**src/rtl/snake_mover_if.sv**
```systemverilog
// Handshake/bus bundle between a game controller and one snake_mover.
// master drives the control pulses, slave produces the body outputs.
interface snake_mover_if #(
    parameter int MAX_LEN = 16
);
    logic                    tick;
    logic [1:0]              dir_in;
    logic                    dir_valid;
    logic                    grow;
    logic                    stop_in;
    logic                    restart;
    logic [MAX_LEN*10-1:0]   snake;
    logic [9:0]              head;
    logic [4:0]              length;
    logic                    moved;
    logic                    halted;

    modport master (
        output tick, dir_in, dir_valid, grow, stop_in, restart,
        input  snake, head, length, moved, halted
    );

    modport slave (
        input  tick, dir_in, dir_valid, grow, stop_in, restart,
        output snake, head, length, moved, halted
    );
endinterface

```
**src/rtl/snake_mover.sv**
```systemverilog
// Per-player snake body generator: moves, wraps, grows and freezes
// one snake, publishing its packed body for the collision checker.
module snake_mover #(
    parameter int         MAX_LEN   = 16,
    parameter int         GRID_MAX  = 30,
    parameter logic [9:0] INIT_HEAD = 10'h002,
    parameter logic [9:0] INIT_TAIL = 10'h001
) (
    input logic         clk,
    input logic         rst_n,
    snake_mover_if.slave bus
);
    localparam logic [9:0] EMPTY = 10'h3FF;
    localparam logic [4:0] GMAX  = 5'(GRID_MAX);
    localparam logic [4:0] LMAX  = 5'(MAX_LEN);

    localparam logic [1:0] D_UP    = 2'b00;
    localparam logic [1:0] D_DOWN  = 2'b01;
    localparam logic [1:0] D_LEFT  = 2'b10;
    localparam logic [1:0] D_RIGHT = 2'b11;

    typedef enum logic {
        RUN  = 1'b0,
        HALT = 1'b1
    } state_t;

    state_t                    r_state;
    state_t                    w_state_nxt;
    logic [MAX_LEN-1:0][9:0]   r_body;
    logic [4:0]                r_len;
    logic [1:0]                r_cur_dir;
    logic [1:0]                r_last_dir;
    logic [2:0]                r_pend;
    logic                      r_moved;

    logic                      w_run;
    logic                      w_move;
    logic                      w_dir_ok;
    logic [1:0]                w_dir;
    logic [2:0]                w_pend_inc;
    logic                      w_full;
    logic                      w_grow_now;
    logic [4:0]                w_len_n;
    logic [4:0]                w_row;
    logic [4:0]                w_col;
    logic [4:0]                w_row_n;
    logic [4:0]                w_col_n;
    logic [MAX_LEN-1:0][9:0]   w_body_n;
    logic [MAX_LEN-1:0][9:0]   w_body_init;

    // FSM state register
    always_ff @(posedge clk or negedge rst_n) begin
        if (!rst_n) begin
            r_state <= RUN;
        end else begin
            r_state <= w_state_nxt;
        end
    end

    // FSM next state: restart dominates, stop freezes a running snake
    always_comb begin
        w_state_nxt = r_state;
        if (bus.restart) begin
            w_state_nxt = RUN;
        end else if (r_state == RUN && bus.stop_in) begin
            w_state_nxt = HALT;
        end
    end

    // FSM outputs: move/turn/grow qualifiers for the datapath
    always_comb begin
        w_run      = (r_state == RUN) && !bus.restart;
        w_move     = w_run && !bus.stop_in && bus.tick;
        // reverse of a direction only differs in bit 0
        w_dir_ok   = w_run && bus.dir_valid &&
                     (bus.dir_in != (r_last_dir ^ 2'b01));
        w_dir      = w_dir_ok ? bus.dir_in : r_cur_dir;
        w_pend_inc = r_pend;
        if (w_run && bus.grow && r_pend != 3'd7) begin
            w_pend_inc = r_pend + 3'd1;
        end
        w_full     = (r_len == LMAX);
        w_grow_now = w_move && !w_full && (w_pend_inc != 3'd0);
        w_len_n    = w_grow_now ? r_len + 5'd1 : r_len;
    end

    always_comb begin
        w_row   = r_body[0][9:5];
        w_col   = r_body[0][4:0];
        w_row_n = w_row;
        w_col_n = w_col;
        unique case (w_dir)
            D_UP:    w_row_n = (w_row == 5'd0) ? GMAX : w_row - 5'd1;
            D_DOWN:  w_row_n = (w_row >= GMAX) ? 5'd0 : w_row + 5'd1;
            D_LEFT:  w_col_n = (w_col == 5'd0) ? GMAX : w_col - 5'd1;
            D_RIGHT: w_col_n = (w_col >= GMAX) ? 5'd0 : w_col + 5'd1;
            default: ;
        endcase
    end

    // Shift body one slot; the extra slot on growth keeps the old tail
    always_comb begin
        w_body_n    = r_body;
        w_body_init = r_body;
        w_body_n[0] = {w_row_n, w_col_n};
        for (int i = 1; i < MAX_LEN; i++) begin
            w_body_n[i] = (5'(i) < w_len_n) ? r_body[i-1] : EMPTY;
        end
        for (int i = 0; i < MAX_LEN; i++) begin
            w_body_init[i] = EMPTY;
        end
        w_body_init[0] = INIT_HEAD;
        w_body_init[1] = INIT_TAIL;
    end

    always_ff @(posedge clk or negedge rst_n) begin
        if (!rst_n) begin
            for (int i = 0; i < MAX_LEN; i++) begin
                r_body[i] <= EMPTY;
            end
            r_body[0]  <= INIT_HEAD;
            r_body[1]  <= INIT_TAIL;
            r_len      <= 5'd2;
            r_cur_dir  <= D_RIGHT;
            r_last_dir <= D_RIGHT;
            r_pend     <= 3'd0;
            r_moved    <= 1'b0;
        end else if (bus.restart) begin
            r_body     <= w_body_init;
            r_len      <= 5'd2;
            r_cur_dir  <= D_RIGHT;
            r_last_dir <= D_RIGHT;
            r_pend     <= 3'd0;
            r_moved    <= 1'b0;
        end else if (w_run) begin
            r_moved <= w_move;
            if (w_move) begin
                r_body     <= w_body_n;
                r_len      <= w_len_n;
                r_cur_dir  <= w_dir;
                r_last_dir <= w_dir;
                if (w_full) begin
                    r_pend <= 3'd0;
                end else if (w_grow_now) begin
                    r_pend <= w_pend_inc - 3'd1;
                end else begin
                    r_pend <= w_pend_inc;
                end
            end else begin
                r_cur_dir <= w_dir;
                r_pend    <= w_pend_inc;
            end
        end else begin
            r_moved <= 1'b0;
        end
    end

    assign bus.snake  = r_body;
    assign bus.head   = r_body[0];
    assign bus.length = r_len;
    assign bus.moved  = r_moved;
    assign bus.halted = (r_state == HALT);
endmodule
```
**src/flat_wrapper.sv**
```systemverilog
// flat-port wrapper written by rule: the top's interface ports become plain ports
module snake_mover_flat 
#(
    parameter int         MAX_LEN   = 16,
    parameter int         GRID_MAX  = 30,
    parameter logic [9:0] INIT_HEAD = 10'h002,
    parameter logic [9:0] INIT_TAIL = 10'h001
)
  (clk, rst_n, bus_tick, bus_dir_in, bus_dir_valid, bus_grow, bus_stop_in, bus_restart, bus_snake, bus_head, bus_length, bus_moved, bus_halted);
  snake_mover_if #(.MAX_LEN(MAX_LEN)) bus_i ();
  input logic clk;
  input logic rst_n;
  input wire logic [$bits(bus_i.tick)-1:0] bus_tick;
  input wire logic [$bits(bus_i.dir_in)-1:0] bus_dir_in;
  input wire logic [$bits(bus_i.dir_valid)-1:0] bus_dir_valid;
  input wire logic [$bits(bus_i.grow)-1:0] bus_grow;
  input wire logic [$bits(bus_i.stop_in)-1:0] bus_stop_in;
  input wire logic [$bits(bus_i.restart)-1:0] bus_restart;
  output wire logic [$bits(bus_i.snake)-1:0] bus_snake;
  output wire logic [$bits(bus_i.head)-1:0] bus_head;
  output wire logic [$bits(bus_i.length)-1:0] bus_length;
  output wire logic [$bits(bus_i.moved)-1:0] bus_moved;
  output wire logic [$bits(bus_i.halted)-1:0] bus_halted;
  assign bus_i.tick = bus_tick;
  assign bus_i.dir_in = bus_dir_in;
  assign bus_i.dir_valid = bus_dir_valid;
  assign bus_i.grow = bus_grow;
  assign bus_i.stop_in = bus_stop_in;
  assign bus_i.restart = bus_restart;
  assign bus_snake = bus_i.snake;
  assign bus_head = bus_i.head;
  assign bus_length = bus_i.length;
  assign bus_moved = bus_i.moved;
  assign bus_halted = bus_i.halted;
  snake_mover #(.MAX_LEN(MAX_LEN), .GRID_MAX(GRID_MAX), .INIT_HEAD(INIT_HEAD), .INIT_TAIL(INIT_TAIL)) u_core (.clk(clk), .rst_n(rst_n), .bus(bus_i));
endmodule
```
**config.mk**
```make
export PLATFORM = sky130hd
export DESIGN_NAME = snake_mover_flat
export DESIGN_NICKNAME = d
export VERILOG_FILES = /design/src/rtl/snake_mover_if.sv /design/src/rtl/snake_mover.sv /design/src/flat_wrapper.sv
export SDC_FILE = /design/constraint.sdc
export NUM_CORES = 1
export LEC_CHECK = 0
export CAP_MARGIN = 25
export CORE_ASPECT_RATIO = 0.75
export CORE_MARGIN = 8
export CORE_UTILIZATION = 45
export DETAILED_ROUTE_END_ITERATION = 8
export GPL_ROUTABILITY_DRIVEN = 1
export PLACE_DENSITY = 0.83
export SLEW_MARGIN = 20
export SYNTH_ARGS = -nofsm -noshare
export SYNTH_HDL_FRONTEND = slang
export SYNTH_SLANG_ARGS = --single-unit
```
**constraint.sdc**
```tcl
create_clock -name clk -period 4.3 [get_ports clk]
set_input_delay 1.29 -clock clk [delete_from_list [all_inputs] [get_ports clk]]
set_output_delay 1.29 -clock clk [all_outputs]
set_load 0.01 [all_outputs]
```
---- Word level (Yosys, flattened, before mapping) ----
Index checks and enable logic that the tools add are counted.
storage, ports and cells
  bits in registers ....................... 174
  bits of input ports ..................... 9
  output and inout port bits .............. 177
  word-level logic and storage cells ...... 124
cells by class
  add/subtract/negate cells ............... 7
  magnitude comparators ................... 17
  eq/ne operators ......................... 6
  multiplexer cells ....................... 44
  bitwise operators ....................... 2
  reduce and logical (&&, ||, !) cells .... 25
operators by type and width
  operator                                                                     number
  160-bit 2-to-1 mux                                                           3
  10-bit 2-to-1 mux                                                            15
  4-bit by 5-bit less-than comparator with 1-bit output, first input constant  8
  5-bit 2-to-1 mux                                                             8
  3-bit by 5-bit less-than comparator with 1-bit output, first input constant  4
  5-bit one-hot mux with 2 select lines                                        2
  3-bit 2-to-1 mux                                                             6
  5-bit by 1-bit adder with 5-bit output, second input constant                3
  2-bit 2-to-1 mux                                                             6
  5-bit greater-or-equal comparator, second input constant                     2
  1-bit logical AND                                                            10
  5-bit zero test                                                              2
  2-bit by 5-bit less-than comparator with 1-bit output, first input constant  2
  5-bit by 1-bit subtractor with 5-bit output, second input constant           2
  3-bit nonzero test                                                           3
  3-bit AND reduction                                                          2
  2-bit nonzero test                                                           3
  5-bit equality test, second input constant                                   1
  1-bit by 5-bit less-than comparator with 1-bit output, first input constant  1
  2-bit equality test, second input constant                                   2
  1-bit 2-to-1 mux                                                             4
  3-bit by 1-bit adder with 3-bit output, second input constant                1
  1-bit zero test                                                              3
  3-bit inequality test, second input constant                                 1
  other kinds (6)                                                              7

---- Logic depth before layout (Yosys ltp) ----
  depth in word-level cells ............... 13
  depth in mapped cells ................... 15
  mapped depth without buffers ............ 13

---- Least setup slack after synthesis ----
No wires, ideal clock.
  path kind ............................... input-to-reg
  start point ............................. in bus_grow
  end point ............................... reg u_core.r_body (netlist bit u_core.bus.snake[90])
  setup time .............................. 0.061 ns
  arrival ................................. 3.771 ns
  required time ........................... 4.239 ns
  slack ................................... 0.468 ns
  stages .................................. 13
  buffers on the path ..................... 2
  cell sequence ........................... nand2b_1 -> nor3_1 -> mux2i_1 -> ha_1 -> ha_1 -> buf_2 -> inv_1 -> nand4_1 -> xnor2_1 -> and2_1 -> buf_2 -> a21oi_1 -> o22a_1
on the way
  word-level cells in the longest chain between the ends .. 11
ends and longest elaborated chain
  item                                                   line                RTL
  start: declaration                                     flat_wrapper.sv:16  input wire logic [$bits(bus_i.grow)-1:0] bus_grow;
  1-bit logical AND (2 in a row)                         snake_mover.sv:79   if (w_run && bus.grow && r_pend != 3'd7) begin
  3-bit 2-to-1 mux                                       snake_mover.sv:79
  3-bit nonzero test                                     snake_mover.sv:83   w_grow_now = w_move && !w_full && (w_pend_inc != 3'd0);
  1-bit logical AND                                      snake_mover.sv:83
  5-bit 2-to-1 mux                                       snake_mover.sv:84   w_len_n = w_grow_now ? r_len + 5'd1 : r_len;
  4-bit by 5-bit less-than comparator with 1-bit output  snake_mover.sv:107  w_body_n[i] = (5'(i) < w_len_n) ? r_body[i-1] : EMPTY;
  10-bit 2-to-1 mux                                      snake_mover.sv:107
  160-bit 2-to-1 mux                                     snake_mover.sv:137  if (w_move) begin
  160-bit 2-to-1 mux                                     snake_mover.sv:135  end else if (w_run) begin
  160-bit 2-to-1 mux                                     snake_mover.sv:128  end else if (bus.restart) begin
  end signal: assignment                                 snake_mover.sv:129  r_body <= w_body_init;
  end signal: assignment                                 snake_mover.sv:138  r_body <= w_body_n;
  end: declaration                                       snake_mover.sv:29   logic [MAX_LEN-1:0][9:0] r_body;
No other way between the ends. The select of a mux whose other input is x is not followed.
A chain may end at the register's enable or synchronous reset.

---- Worst setup path in the final report ----
  start point ............................. in bus_grow
  end point ............................... reg u_core.r_body (netlist bit u_core.bus.snake[97])
Same word-level chain as after synthesis.

==> results.txt <==
- Result of the run: finished, final reports clean
* Peak fanout along the critical path: 10
* TritonCTS Sinks: 174
- Commonest cells after routing, fill and taps aside: sky130_fd_sc_hd__clkdlybuf4s50_1 (184), sky130_fd_sc_hd__dfstp_2 (147), sky130_fd_sc_hd__o22a_1 (141)
- Reg-to-reg startpoint: u_core.r_pend[0]
- Dividing the final minimum period by the clock period gives 0.914.
- The number of antenna diodes in the final layout is 0.
- Worst-case setup slack after placement: -0.0523 ns
- Ys Warns: 0
* Number of DRC violations after detailed routing: 0
- In this run the power spent charging and discharging nets is 0.830 mW.
- Post-CTS resize count: 0
- After clock tree synthesis, the flow added hold-fix buffers numbering 0.
* Total global-route track usage: 0.200
- Via-to-Cell Ratio: 5.84
* Final critical-path required period: 3.93 ns
- Synthesized instance count: 581
- Nature of the critical path endpoint: register
- TritonCTS created 17 clock buffers.
* Final weighted congestion in routability-driven placement: 0.862
* Register area share after synthesis: 0.601
* Final max-slew violation count: 0
- In this run the power density over the cells is 324 nW/um^2.
* Footprint of the multi-input gates: 2760 sq um
- Sequential standard cell area: 4540 sq um
- Per-cell routed wire length: 21.2 um
- Clock-pin slew was measured on the worst setup and hold paths at 0.07 ns.
- The number of global-route vias before repair is 6092.
* Pin count of the biggest net entering global routing: 94
- Clock power share: 0.435
- Clock root buffer: sky130_fd_sc_hd__clkbuf_16
- Measured slew at the worst slew-check pin: 0.984 ns
- In this run, synthesis inferred 0 flip-flops with an integrated enable.
- Share of synthesized flip-flops with an asynchronous set or reset: 1.00
* Setup Fix Bufs, Post-CTS: 0
- Post-Route WL: 21100 um
- STA classifies the critical path startpoint as an input pin.
- The die is 128 um tall.
- Maximum vdd drop: 260 uV
- Worst setup path category: in -> reg
* Class of the most critical hold timing path: reg -> reg
- Global routing finished with a remaining overflow of 0.
- Layout net count: 788
- Static leakage power: 3.80 nW
- Cell Int Power: 2.48 mW
- Vias: 5807
* Launch point of the worst path: bus_grow
- On the final layout, the worst hold slack is 0.516 ns.
- The later pin in the worst-skew pair is clocked with a latency of 0.43 ns.
* IO Count: 186
* Worst Skew: 0.00862 ns
- Number of port buffers: 185
* Critical path required time: 4.66 ns
- Setup violations remaining at the end of the flow were counted as 0.
- Mapped cell area: 7550 sq um
- Final core area utilization: 0.615
* Arrival time at the worst endpoint: 4.29 ns
- The share of total power dissipated in sequential elements is 0.505.
- Derived from the worst setup path, the maximum achievable clock frequency is 254 MHz.
- Row generation in the floorplan step produced 41 rows.
- The number of nets in the synthesized netlist is 602.
- In the post-route analysis, the smallest setup slack over all paths is 0.370 ns.
- The first global-routing pass estimated 33400 um of wire.
- Of the total power, the share spent switching nets is 0.251.
- Number of antenna violations at the first check in global routing: 0
- The library cell used most frequently in the layout, excluding fill and tap cells, is sky130_fd_sc_hd__clkdlybuf4s50_1.
- The startpoint identified for the worst hold timing path is u_core.r_last_dir[0].
* Logic pwr share: 0.060
- In this run the remaining antenna-violating nets after routing total 0.
- Iteration count of the initial detailed-routing pass: 5
- Fraction of layout instances using a drive strength above 1: 0.294
- Synthesized area per cell: 13.0 sq um
- Count of filler cells inserted in the layout: 1261
* Initial cell density of the core: 0.454
- The tool flagged a number of max-cap violations equal to 0.
- After routing the design area is 10200 sq um.
- Relative to the synthesized area, the layout overhead comes to 35.5%.
- The worst register-to-register path has a setup slack of 0.72 ns.
- Measured against its own limit, the worst slew margin works out to 0.342.
- Main flop type after synthesis: sky130_fd_sc_hd__dfstp_2
* Die Footprint: 21200 sq um
- Synthesis instantiated 66 different standard cells from the library.
* Total number of H-tree levels: 4
- Horizontal extent of the die: 166 um
* Detailed router's first-iteration violation count: 471
* Hold violation total from the final report: 0
- No sink is reached through more buffers than the 2 on the longest clock path.
- TritonCTS built the clock tree.
- Total chip power: 3.31 mW
- Placeable core area: 16600 sq um
- RSZ-0062 raised after global routing: no
- After synthesis the netlist holds a flip-flop and latch count of 174.
* Half-perimeter wire length of the detailed placement result: 15700 um
- Placed cell areas: 9670 sq um
-- power by group through the flow --
stage	logic, mW	registers [mW]	clock network, mW
after floorplan	0.106	1.69	0
after global placement	0.191	1.70	0
after detailed placement	0.198	1.70	0
after CTS	0.199	1.67	1.47
after global routing	0.219	1.67	1.56
final	0.199	1.67	1.44
-- final cells by class --
type                            count  area share
Sequential cell                   174       0.444
Inverter                           11     0.00416
Multi-Input combinational cell    351       0.269
Clock inverter                     15      0.0124
Clock buffer                       17      0.0416
Tap cell                          215      0.0263
Timing Repair Buffer              212       0.202
-- final timing paths --
check,to,cells past startpoint
worst min-delay path,u_core.r_last_dir[0],2
worst max register to register,u_core.bus.snake[97],14
worst max-delay path,u_core.bus.snake[97],13
worst min register to register,u_core.r_last_dir[0],2
min in group asynchronous,u_core.bus.head[0],1
max in group asynchronous,u_core.bus.snake[93],2
-- logic make-up (layout without fill, tap and decap cells) --
| logic type | after synthesis | count (layout) | synth area share |
|---|---|---|---|
| AOI/OAI and AO/OA | 229 | 229 | 0.254 |
| DFF | 174 | 174 | 0.601 |
| and+or+nand+nor | 92 | 92 | 0.0680 |
| buffers and inverters | 56 | 255 | 0.0341 |
| adders and majority gates | 12 | 12 | 0.0199 |
| xor gates and xnor gates | 10 | 10 | 0.0116 |
| muxes | 8 | 8 | 0.0109 |
-- registers in the layout, indices dropped and copies added, names as in the netlist --
register           cells
u_core.bus.length      5
u_core.r_cur_dir       2
u_core.r_last_dir      2
u_core.bus.halted      1
u_core.bus.snake     150
u_core.bus.head       10
u_core.bus.moved       1
u_core.r_pend          3
-- critical path, stage by stage --
cell and delay, ns:
sky130_fd_sc_hd__clkdlybuf4s50_1 0.45, sky130_fd_sc_hd__nand2b_1 0.09, sky130_fd_sc_hd__nor3_1 0.16, sky130_fd_sc_hd__buf_4 0.17, sky130_fd_sc_hd__mux2i_1 0.22, sky130_fd_sc_hd__ha_1 0.18
sky130_fd_sc_hd__ha_1 0.27, sky130_fd_sc_hd__buf_4 0.19, sky130_fd_sc_hd__nor3_4 0.07, sky130_fd_sc_hd__nor3_1 0.20, sky130_fd_sc_hd__nor2_1 0.10, sky130_fd_sc_hd__a21oi_1 0.64
sky130_fd_sc_hd__o22a_1 0.26
-- routing by layer --
| layer | global-route usage | wire length, um |
|---|---|---|
| met1 | 0.252 | 9040 |
| met2 | 0.319 | 9920 |
| met3 | 0.0671 | 1880 |
| met4 | 0.0623 | 275 |
| met5 | 0 | 0 |
-- Yosys cell counts, types with 3 or more instances --
library cell                 n  area, sq um
sky130_fd_sc_hd__nor2_1     19         71.3
sky130_fd_sc_hd__dfrtp_1    27          676
sky130_fd_sc_hd__a221o_1     9         90.1
sky130_fd_sc_hd__ha_1       12          150
sky130_fd_sc_hd__inv_1      10         37.5
sky130_fd_sc_hd__nand3_1     8         40.0
sky130_fd_sc_hd__buf_4      11         82.6
sky130_fd_sc_hd__dfstp_2   147         3860
sky130_fd_sc_hd__nor2b_1     5         31.3
sky130_fd_sc_hd__a21oi_1    18         90.1
sky130_fd_sc_hd__o22a_1    141         1230
sky130_fd_sc_hd__a21oi_2     3         26.3
sky130_fd_sc_hd__o21ai_0    14         70.1
sky130_fd_sc_hd__a21oi_4     3         48.8
sky130_fd_sc_hd__nor3_1      7         35.0
sky130_fd_sc_hd__xnor2_1     9         78.8
sky130_fd_sc_hd__mux2i_1     6         60.1
sky130_fd_sc_hd__buf_2       4         20.0
sky130_fd_sc_hd__a31oi_1     4         25.0
sky130_fd_sc_hd__nand2_1    22         82.6
sky130_fd_sc_hd__nand2b_1    6         37.5
sky130_fd_sc_hd__a21o_1      6         45.0
sky130_fd_sc_hd__clkbuf_1   29          109
sky130_fd_sc_hd__o31ai_1     3         22.5
sky130_fd_sc_hd__nor3b_1     3         22.5
-- through the flow --
step | std cells | setup TNS [ns]
final | 995 | 0
after global routing | 995 | 0
after floorplan | 581 | 0
after global placement | 963 | 0
after detailed placement | 963 | -0.396
after CTS | 995 | 0
Power figures use the tool's default switching activity.
